$ cat src/rtl/led_scan_sequencer_pkg.sv
// led_scan_pkg: scan FSM states and default panel timing
// shared by the LED scan sequencer and its interface.
package led_scan_pkg;

  localparam int STATE_W = 3;

  typedef enum logic [STATE_W-1:0] {
    IDLE,
    LOAD,
    SHIFT,
    LATCH,
    BLANK,
    DISPLAY
  } state_t;

  localparam int DEF_NUM_ROWS     = 16;
  localparam int DEF_PWM_BITS     = 8;
  localparam int DEF_SHIFT_LEN    = 32;
  localparam int DEF_BLANK_CYCLES = 4;
  localparam int DEF_BCM_UNIT     = 8;

endpackage

$ cat src/rtl/led_scan_sequencer_if.sv
// led_scan_sequencer_if: host control, swap handshake and
// panel driver strobes of the LED scan sequencer.
interface led_scan_sequencer_if
  import led_scan_pkg::*;
#(
  parameter int NUM_ROWS = DEF_NUM_ROWS,
  parameter int PWM_BITS = DEF_PWM_BITS
);

  localparam int ROW_BITS = $clog2(NUM_ROWS);

  logic                scan_enable;
  logic                swap_req;
  logic                swap_ack;
  logic                buffer_sel;
  logic                frame_start;
  logic                load;
  logic                shift;
  logic [PWM_BITS-1:0] pwm_time;
  logic [ROW_BITS-1:0] active_row_addr;
  logic                serial_clk;
  logic                latch_enable;
  logic                output_enable_n;
  logic [NUM_ROWS-1:0] row_select_n;

  modport master (
    input  scan_enable, swap_req,
    output swap_ack, buffer_sel, frame_start,
    output load, shift, pwm_time,
    output active_row_addr, serial_clk,
    output latch_enable, output_enable_n,
    output row_select_n
  );

  modport slave (
    output scan_enable, swap_req,
    input  swap_ack, buffer_sel, frame_start,
    input  load, shift, pwm_time,
    input  active_row_addr, serial_clk,
    input  latch_enable, output_enable_n,
    input  row_select_n
  );

endinterface

$ cat src/rtl/led_scan_sequencer_decoder.sv
// inverting_decoder: binary address to one-hot-low select.
// Used for the active-low row drive of the LED panel.
module inverting_decoder #(
  parameter int WIDTH = 4
) (
  input  logic [WIDTH-1:0]      addr,
  output logic [2**WIDTH-1:0]   sel_n
);

  always_comb begin
    sel_n = '1;
    for (int i = 0; i < 2**WIDTH; i++) begin
      sel_n[i] = (addr != WIDTH'(i));
    end
  end

endmodule

$ cat src/rtl/led_scan_sequencer.sv
// led_scan_sequencer: row/PWM scan engine for multiplexed LED panels.
// Define LED_BCM_EN for binary-coded modulation with a DISPLAY phase.
module led_scan_sequencer
  import led_scan_pkg::*;
#(
  parameter int NUM_ROWS     = DEF_NUM_ROWS,
  parameter int PWM_BITS     = DEF_PWM_BITS,
  parameter int SHIFT_LEN    = DEF_SHIFT_LEN,
  parameter int BLANK_CYCLES = DEF_BLANK_CYCLES,
  parameter int BCM_UNIT     = DEF_BCM_UNIT
) (
  input  logic                 clk,
  input  logic                 reset_n,
  led_scan_sequencer_if.master bus
);

  localparam int ROW_BITS = $clog2(NUM_ROWS);

`ifdef LED_BCM_EN
  localparam bit BCM   = 1'b1;
  localparam int STEPS = PWM_BITS;
`else
  localparam bit BCM   = 1'b0;
  localparam int STEPS = 2 ** PWM_BITS;
`endif

  localparam logic [PWM_BITS-1:0] PWM_LAST =
    PWM_BITS'(STEPS - 1);
  localparam logic [ROW_BITS-1:0] ROW_LAST =
    ROW_BITS'(NUM_ROWS - 1);
  localparam logic [31:0] SHIFT_END =
    32'(2 * SHIFT_LEN - 1);
  localparam logic [31:0] BLANK_END =
    32'(BLANK_CYCLES - 1);

  state_t              state_q, state_d;
  logic [31:0]         cnt_q, cnt_d;
  logic [PWM_BITS-1:0] pwm_q, pwm_nx, plane_q;
  logic [ROW_BITS-1:0] row_q, row_nx, disp_row_q;
  logic                first_q, row_on_q;
  logic                buf_q, ack_q;
  logic                step_last, frame_end;
  logic                disp_end;
  logic [2**ROW_BITS-1:0] dec_n;

  assign step_last = (pwm_q == PWM_LAST);
  assign frame_end = step_last && (row_q == ROW_LAST);
  assign pwm_nx    = step_last ? '0 : pwm_q + 1'b1;
  assign row_nx    = (row_q == ROW_LAST) ? '0
                   : row_q + 1'b1;
  assign disp_end  =
    (cnt_q == ((32'(BCM_UNIT) << plane_q) - 32'd1));

  always_comb begin
    state_d = state_q;
    cnt_d   = cnt_q + 32'd1;
    unique case (state_q)
      IDLE: begin
        cnt_d = '0;
        if (bus.scan_enable) state_d = LOAD;
      end
      LOAD: begin
        cnt_d   = '0;
        state_d = SHIFT;
      end
      SHIFT: begin
        if (cnt_q == SHIFT_END) begin
          cnt_d   = '0;
          state_d = LATCH;
        end
      end
      LATCH: begin
        cnt_d = '0;
        if (!bus.scan_enable)
          state_d = IDLE;
        else if (step_last || first_q)
          state_d = BLANK;
        else if (BCM)
          state_d = DISPLAY;
        else
          state_d = LOAD;
      end
      BLANK: begin
        if (cnt_q == BLANK_END) begin
          cnt_d   = '0;
          state_d = BCM ? DISPLAY : LOAD;
        end
      end
      DISPLAY: begin
        if (disp_end) begin
          cnt_d   = '0;
          state_d = LOAD;
        end
      end
      default: begin
        cnt_d   = '0;
        state_d = IDLE;
      end
    endcase
  end

  always_ff @(posedge clk or negedge reset_n) begin
    if (!reset_n) begin
      state_q    <= IDLE;
      cnt_q      <= '0;
      pwm_q      <= '0;
      plane_q    <= '0;
      row_q      <= '0;
      disp_row_q <= '0;
      first_q    <= 1'b1;
      row_on_q   <= 1'b0;
      buf_q      <= 1'b0;
      ack_q      <= 1'b0;
    end else begin
      state_q <= state_d;
      cnt_q   <= cnt_d;
      ack_q   <= 1'b0;
      if (state_q == IDLE) first_q <= 1'b1;
      // a step is complete once latched, even when stopping
      if (state_q == LATCH) begin
        first_q <= 1'b0;
        plane_q <= pwm_q;
        pwm_q   <= pwm_nx;
        if (step_last) row_q <= row_nx;
        if (frame_end && bus.swap_req) begin
          buf_q <= ~buf_q;
          ack_q <= 1'b1;
        end
      end
      if (state_q == LATCH && state_d == BLANK) begin
        row_on_q   <= 1'b1;
        disp_row_q <= step_last ? row_nx : row_q;
      end
      if (state_d == IDLE) row_on_q <= 1'b0;
    end
  end

  inverting_decoder #(.WIDTH(ROW_BITS)) u_dec (
    .addr  (disp_row_q),
    .sel_n (dec_n)
  );

  assign bus.load         = (state_q == LOAD);
  assign bus.shift        = (state_q == SHIFT) & ~cnt_q[0];
  assign bus.serial_clk   = (state_q == SHIFT) & cnt_q[0];
  assign bus.latch_enable = (state_q == LATCH);
  assign bus.output_enable_n = BCM
    ? (state_q != DISPLAY)
    : !(state_q == LOAD || state_q == SHIFT);
  assign bus.frame_start  = (state_q == LOAD)
                          && (row_q == '0)
                          && (pwm_q == '0);
  assign bus.pwm_time        = pwm_q;
  assign bus.active_row_addr = row_q;
  assign bus.buffer_sel      = buf_q;
  assign bus.swap_ack        = ack_q;
  assign bus.row_select_n    =
    row_on_q ? dec_n[NUM_ROWS-1:0] : '1;

endmodule

$ cat src/flat_wrapper.sv
// flat-port wrapper written by rule: the top's interface ports become plain ports
module led_scan_sequencer_flat import led_scan_pkg::*;
#(
  parameter int NUM_ROWS     = DEF_NUM_ROWS,
  parameter int PWM_BITS     = DEF_PWM_BITS,
  parameter int SHIFT_LEN    = DEF_SHIFT_LEN,
  parameter int BLANK_CYCLES = DEF_BLANK_CYCLES,
  parameter int BCM_UNIT     = DEF_BCM_UNIT
)
  (clk, reset_n, bus_scan_enable, bus_swap_req, bus_swap_ack, bus_buffer_sel, bus_frame_start, bus_load, bus_shift, bus_pwm_time, bus_active_row_addr, bus_serial_clk, bus_latch_enable, bus_output_enable_n, bus_row_select_n);
  led_scan_sequencer_if #(.NUM_ROWS(NUM_ROWS), .PWM_BITS(PWM_BITS)) bus_i ();
  input  logic clk;
  input  logic reset_n;
  input wire logic [$bits(bus_i.scan_enable)-1:0] bus_scan_enable;
  input wire logic [$bits(bus_i.swap_req)-1:0] bus_swap_req;
  output wire logic [$bits(bus_i.swap_ack)-1:0] bus_swap_ack;
  output wire logic [$bits(bus_i.buffer_sel)-1:0] bus_buffer_sel;
  output wire logic [$bits(bus_i.frame_start)-1:0] bus_frame_start;
  output wire logic [$bits(bus_i.load)-1:0] bus_load;
  output wire logic [$bits(bus_i.shift)-1:0] bus_shift;
  output wire logic [$bits(bus_i.pwm_time)-1:0] bus_pwm_time;
  output wire logic [$bits(bus_i.active_row_addr)-1:0] bus_active_row_addr;
  output wire logic [$bits(bus_i.serial_clk)-1:0] bus_serial_clk;
  output wire logic [$bits(bus_i.latch_enable)-1:0] bus_latch_enable;
  output wire logic [$bits(bus_i.output_enable_n)-1:0] bus_output_enable_n;
  output wire logic [$bits(bus_i.row_select_n)-1:0] bus_row_select_n;
  assign bus_i.scan_enable = bus_scan_enable;
  assign bus_i.swap_req = bus_swap_req;
  assign bus_swap_ack = bus_i.swap_ack;
  assign bus_buffer_sel = bus_i.buffer_sel;
  assign bus_frame_start = bus_i.frame_start;
  assign bus_load = bus_i.load;
  assign bus_shift = bus_i.shift;
  assign bus_pwm_time = bus_i.pwm_time;
  assign bus_active_row_addr = bus_i.active_row_addr;
  assign bus_serial_clk = bus_i.serial_clk;
  assign bus_latch_enable = bus_i.latch_enable;
  assign bus_output_enable_n = bus_i.output_enable_n;
  assign bus_row_select_n = bus_i.row_select_n;
  led_scan_sequencer #(.NUM_ROWS(NUM_ROWS), .PWM_BITS(PWM_BITS), .SHIFT_LEN(SHIFT_LEN), .BLANK_CYCLES(BLANK_CYCLES), .BCM_UNIT(BCM_UNIT)) u_core (.clk(clk), .reset_n(reset_n), .bus(bus_i));
endmodule
$ cat config.mk
export PLATFORM = sky130hd
export DESIGN_NAME = led_scan_sequencer_flat
export DESIGN_NICKNAME = d
export VERILOG_FILES = /design/src/rtl/led_scan_sequencer_pkg.sv /design/src/rtl/led_scan_sequencer_if.sv /design/src/rtl/led_scan_sequencer_decoder.sv /design/src/rtl/led_scan_sequencer.sv /design/src/flat_wrapper.sv
export SDC_FILE = /design/constraint.sdc
export NUM_CORES = 1
export LEC_CHECK = 0
export CELL_PAD_IN_SITES_DETAIL_PLACEMENT = 1
export CELL_PAD_IN_SITES_GLOBAL_PLACEMENT = 2
export CORE_AREA = 2 2 117 119
export CTS_BUF_LIST = sky130_fd_sc_hd__clkbuf_8 sky130_fd_sc_hd__clkbuf_16
export DETAILED_ROUTE_END_ITERATION = 16
export DIE_AREA = 0 0 119 121
export PLACE_DENSITY = 0.81
export SYNTH_ARGS = -nofsm -noshare
export SYNTH_HDL_FRONTEND = slang
export SYNTH_HIERARCHICAL = 1
export SYNTH_SLANG_ARGS = --single-unit
$ cat constraint.sdc
create_clock -name clk -period 3.8 [get_ports clk]
set_input_delay 0.38 -clock clk [delete_from_list [all_inputs] [get_ports clk]]
set_output_delay 0.38 -clock clk [all_outputs]
set_load 0.005 [all_outputs]
# After elaboration in Yosys (flattened, before gate mapping)
# Cells that the tools add are included.
# Widths: inputs -> output; s select.
[word_totals] word_cells=82 out_inout_bits=36 reg_bits=63 in_bits=4
[op_classes] addsub=4 reduce_logical=16 bitwise_logic=4 n_mux=21 shift=1 n_eq_ne=26
[ops] op="$mux 32" n=3
[ops] op="$pmux 32 s3" n=1
[ops] op="$add 32x1->32 const B" n=1
[ops] op="$eq 32x2->1 const B" n=1
[ops] op="$eq 32x32->1" n=1
[ops] op="$eq 32x6->1 const B" n=1
[ops] op="$ne 4x4->1 const B" n=8
[ops] op="$shl 4x8->32 const A" n=1
[ops] op="$sub 32x1->32 const B" n=1
[ops] op="$mux 3" n=6
[ops] op="$pmux 3 s6" n=1
[ops] op="$mux 16" n=1
[ops] op="$ne 4x3->1 const B" n=4
[ops] op="$eq 3x3->1 const B" n=3
[ops] op="$add 8x1->8 const B" n=1
[ops] op="$eq 8x8->1 const B" n=1
[ops] op="$logic_not 8->1" n=1
[ops] op="$mux 4" n=2
[ops] op="$mux 8" n=1
[ops] op="$ne 4x2->1 const B" n=2
[ops] op="$eq 3x2->1 const B" n=2
[ops] op="$logic_not 3->1" n=2
[ops] op="$mux 1" n=6
[ops] op="$logic_and 1x1->1" n=5
[ops] op="other kinds (12)" n=16

# Depth between registers and ports, before layout
[depth] depth_word=9 mapped_depth=17 mapped_depth_nobuf=12

# Modules after synthesis
# The synthesis kept the hierarchy.
[by_module_without_submodules] mod="led_scan_sequencer" area_each_um2=4461.8 instances=1 seq_area_each_um2=1577.8 cells_each=530
[by_module_without_submodules] mod="inverting_decoder" area_each_um2=186.4 instances=1 seq_area_each_um2=0.0 cells_each=20

# Least setup slack after synthesis
# OpenSTA, ideal clock, no wires.
[synth_path] kind="register to register" startpoint="reg u_core.plane_q[5]" endpoint="reg u_core.cnt_q[25]" arrival_time_ns=3.278 setup_time_ns=0.141 path_slack_ns=0.381 t_required_ns=3.659 n_path_buf=4 stages_incl_launch_ff=17 period_less_slack_ns=3.419 cell_sequence="dfrtp_1 > buf_6 > or3_1 > buf_2 > nor3_1 > nand3_1 > ha_1 > clkbuf_1 > inv_1 > o221ai_1 > a211o_1 > a32oi_1 > nand4_1 > and4b_1 > o311a_4 > buf_6 > nor3_1"
[synth_via] elab_chain_len=5
[synth_lines] item="from (decl)" line_no="led_scan_sequencer.sv:38" rtl="logic [PWM_BITS-1:0] pwm_q, pwm_nx, plane_q;"
[synth_lines] item="from (signal assigned)" line_no="led_scan_sequencer.sv:122" rtl="plane_q <= pwm_q;"
[synth_lines] item="$shl 4x8->32" line_no="led_scan_sequencer.sv:52" rtl="(cnt_q == ((32'(BCM_UNIT) << plane_q) - 32'd1));"
[synth_lines] item="$sub 32x1->32" line_no="led_scan_sequencer.sv:52"
[synth_lines] item="$eq 32x32->1" line_no="led_scan_sequencer.sv:52"
[synth_lines] item="$mux 32" line_no="led_scan_sequencer.sv:90" rtl="if (disp_end) begin"
[synth_lines] item="$pmux 32 s3" line_no="led_scan_sequencer.sv:57" rtl="unique case (state_q)"
[synth_lines] item="via u_core.cnt_d[25]" line_no="led_scan_sequencer.sv:37" rtl="logic [31:0] cnt_q, cnt_d;"
[synth_lines] item="to (signal assigned)" line_no="led_scan_sequencer.sv:116" rtl="cnt_q <= cnt_d;"
[synth_lines] item="to (decl)" line_no="led_scan_sequencer.sv:37"
# The timed path passes the listed nets, and every way through them passes these cells.
# A chain may end at the register's enable or synchronous reset.

# Worst setup path in the final report
[layout_path] startpoint="reg u_core.plane_q[1]" endpoint="reg u_core.cnt_q[0]"
# The elaborated chain is that of the path after synthesis.

==> impl_metrics.env <==
export IMPL_grt_overflow_total=0
export IMPL_synth_flop_cell="dfrtp_1"
export IMPL_rsz0062_at_grt="false"
export IMPL_postCtsHoldBufs=0
export IMPL_cts_max_path_buffers=2
export IMPL_numCtsBuffers=9
export IMPL_post_place_ws_ps=253
export IMPL_critPathCaptureType="flop"
export IMPL_antenna_found_initial=0
export IMPL_viasPerCell=5.73
export IMPL_ir_drop_mv=0.216
export IMPL_synth_distinct_cells=69
export IMPL_cts_root_buffer="clkbuf_16"
export IMPL_core_area_um2=13100
export IMPL_critPathMaxFanout=15
export IMPL_hold_viol_final=0
export IMPL_synth_xor_area_frac=0.0923
export IMPL_syn_avg_cell_area_um2=8.45
export IMPL_outcome="completed"
export IMPL_fillers=1529
export IMPL_critPathLaunchType="flop"
export IMPL_yosysWarnings=6
export IMPL_fin_setup_tns_ps=0
export IMPL_utilization=0.420
export IMPL_grt_max_degree=41
export IMPL_finalCritPeriodShare=0.936
export IMPL_grt_pass1_vias=4466
export IMPL_synth_nets=560
export IMPL_clock_skew_ps=9.60
export IMPL_drc=0
export IMPL_fin_nets=587
export IMPL_start_util=0.355
export IMPL_rr_endpoint="u_core/cnt_q[0]"
export IMPL_cts_tree="yes"
export IMPL_synth_top_cells_by_area="dfrtp_1 (33%), nand2_1 (5.1%), xor2_1 (4.9%)"
export IMPL_area_delta_synth_final_pct=18.2
export IMPL_synth_area_um2=4650
export IMPL_drv_slew=0
export IMPL_max_freq_ghz=0.281
export IMPL_worstSetupPathType="reg -> reg"
export IMPL_die_area_um2=14400
export IMPL_dp_final_hpwl_mm=10.1
export IMPL_grt_usage=0.202
export IMPL_final_antenna_net_count=0
export IMPL_clk_pin_slew_ps=60
export IMPL_num_antenna_cells=0
export IMPL_synth_top_family_by_area="simple AND/OR/NAND/NOR gates"
export IMPL_rows=42
export IMPL_yosys_area_top_type_share=0.334
export IMPL_tightest_slew_ps=917
export IMPL_setup_violations=0
export IMPL_hold_class="in -> async"
export IMPL_routabilityCongestion=0.824
export IMPL_synth_simple_area_share=0.342
export IMPL_critPathRequiredTime_ps=4000
export IMPL_clk_latency_ps=340
export IMPL_relSlewSlack=0.384
export IMPL_powerDensity_nw_per_um2=279
export IMPL_synth_adder_area_share=0.0162
export IMPL_drtPass1Iterations=5
export IMPL_synth_edf_count=0
export IMPL_drt_iter0_markers=255
export IMPL_synth_seq_area_share=0.339
export IMPL_reg2reg_depth=11
export IMPL_period_minus_slack_ps=3560
export IMPL_die_h_um=121
export IMPL_synth_seq_cells=63
export IMPL_cap_violations=0
export IMPL_rrSetupSlack_ps=240
export IMPL_wl_per_cell_um=18.7
export IMPL_wirelength_mm=14.2
export IMPL_synth_area_mux_share=0.0151
export IMPL_r2r_start="u_core/plane_q[1]"
export IMPL_cp_arrival_ps=3760
export IMPL_async_flop_share=1.00
export IMPL_total_leakage_power_uw=0.00228
export IMPL_grt_pass1_wl_mm=23.2
export IMPL_drive_gt1_frac=0.0945
export IMPL_yosysTopAreaCell="dfrtp_1"
export IMPL_die_w_um=119
export IMPL_ios=40
export IMPL_cts_max_level=3
export IMPL_vias=4346
export IMPL_synth_compound_area_share=0.136
export IMPL_clock_sinks=63
export IMPL_syn_inst=550
export IMPL_io_buffers=39
export IMPL_setup_ws_ps=245
worst max path at each step:
stage | startpoint | endpoint | slack [ps] | cells past startpoint
4_1_cts | u_core/plane_q[1] | u_core/cnt_q[5] | 230 | 11
6_report | u_core/plane_q[1] | u_core/cnt_q[0] | 240 | 11
3_3_place_gp | u_core/plane_q[1] | u_core/cnt_q[14] | 290 | 11
2_1_floorplan | u_core/plane_q[5] | u_core/cnt_q[25] | 380 | 16
5_1_grt | u_core/plane_q[5] | u_core/cnt_q[21] | 40 | 12
3_5_place_dp | u_core/plane_q[5] | u_core/cnt_q[23] | 250 | 12
registers in the layout, indices dropped and copies added, names as in the netlist, 3 cells and up:
register,cells
u_core/state_q,3
u_core/bus.pwm_time,8
u_core/bus.active_row_addr,4
u_core/cnt_q,32
u_core/plane_q,8
u_core/disp_row_q,4
power breakdown:
| group | switching, uW | internal (uW) | leakage, uW |
|---|---|---|---|
| Sequential | 0 | 671 | 0.000857 |
| Clock | 321 | 523 | 0.000150 |
| Combinational | 14.0 | 2.84 | 0.00127 |
| Total | 335 | 1200 | 0.00228 |
timing repair:
| action | CTS | global route |
|---|---|---|
| resized for setup | 0 | 1 |
| hold endpoints to repair | 0 | 0 |
| setup buffers | 0 | 0 |
| setup endpoints to repair | 0 | 25 |
final cells by class:
| cell class | instances | area, um^2 | area share |
|---|---|---|---|
| Clock buffer | 10 | 239 | 0.0435 |
| Tap cell | 176 | 220 | 0.0401 |
| Clock inverter | 6 | 60.1 | 0.0109 |
| Multi-Input combinational cell | 431 | 2820 | 0.513 |
| Timing Repair Buffer | 58 | 528 | 0.0961 |
| Inverter | 14 | 52.6 | 0.00956 |
| Sequential cell | 63 | 1580 | 0.287 |
worst max-delay path, cell delays in order, from the launching register on:
cell and delay, ps:
dfrtp_1 500, nor3_1 480, nand2_1 110, ha_1 350, buf_4 240, o31ai_1 380, a31oi_1 150, a22oi_1 190
nand4_1 130, and4b_1 390, o311a_4 390, nor3_1 90
routing by layer:
layer  up-vias  track usage  routed length (um)
met5         -            0                   0
met2        90        0.333                6840
met3        21       0.0465                 530
met1      2181        0.265                6580
li1       2054            -                   -
met4         0       0.0580                 224
cell usage in the layout (no fill, tap or decap), drive strengths merged, types with 14 or more instances in the layout:
cell type / n
nor4: 20
xor2: 26
dfrtp: 62
inv: 15
nand3: 25
nand2: 63
nor2: 31
nor3: 47
xnor2: 23
nand2b: 22
and3: 14
o21ai: 24
buf: 20
clkdlybuf4s50: 38
synthesized netlist by cell type, types with 4 or more instances:
cell,instances
nor2_1,31
nor4_1,18
buf_6,7
buf_2,6
o21ai_0,24
xor2_1,26
nor3_1,41
dfrtp_1,62
or3_1,7
o31ai_1,4
clkbuf_1,29
mux2i_1,7
a21oi_1,12
and3_1,14
nand3_1,25
and2_1,6
a31oi_1,7
xnor2_1,23
ha_1,6
nand2b_1,22
nand2_1,63
nand4b_1,5
nand4bb_1,7
inv_1,13
nor3_2,5
a211o_1,5
nand4_1,11
cell families (layout without fill, tap and decap cells):
kind of cell	count (synthesis)	in the layout
adder cells (fa/ha/maj)	6	6
AO/OA/AOI/OAI	89	90
flip-flops	63	63
buffers and inverters	57	88
multiplexers	7	7
AND/OR/NAND/NOR	279	279
XOR/XNOR	49	49
per-stage QoR:
stage	total power [uW]	hold slack [ps]	cells	cell area, um^2
finish	1530	26.5	758	5500
global route	1580	63.1	758	5500
CTS	1550	36.9	757	5470
detailed placement	701	398	741	5170
global placement	701	398	741	5170
floorplan	683	84.4	550	4650
No activity file was read; power rests on OpenSTA's default activity.
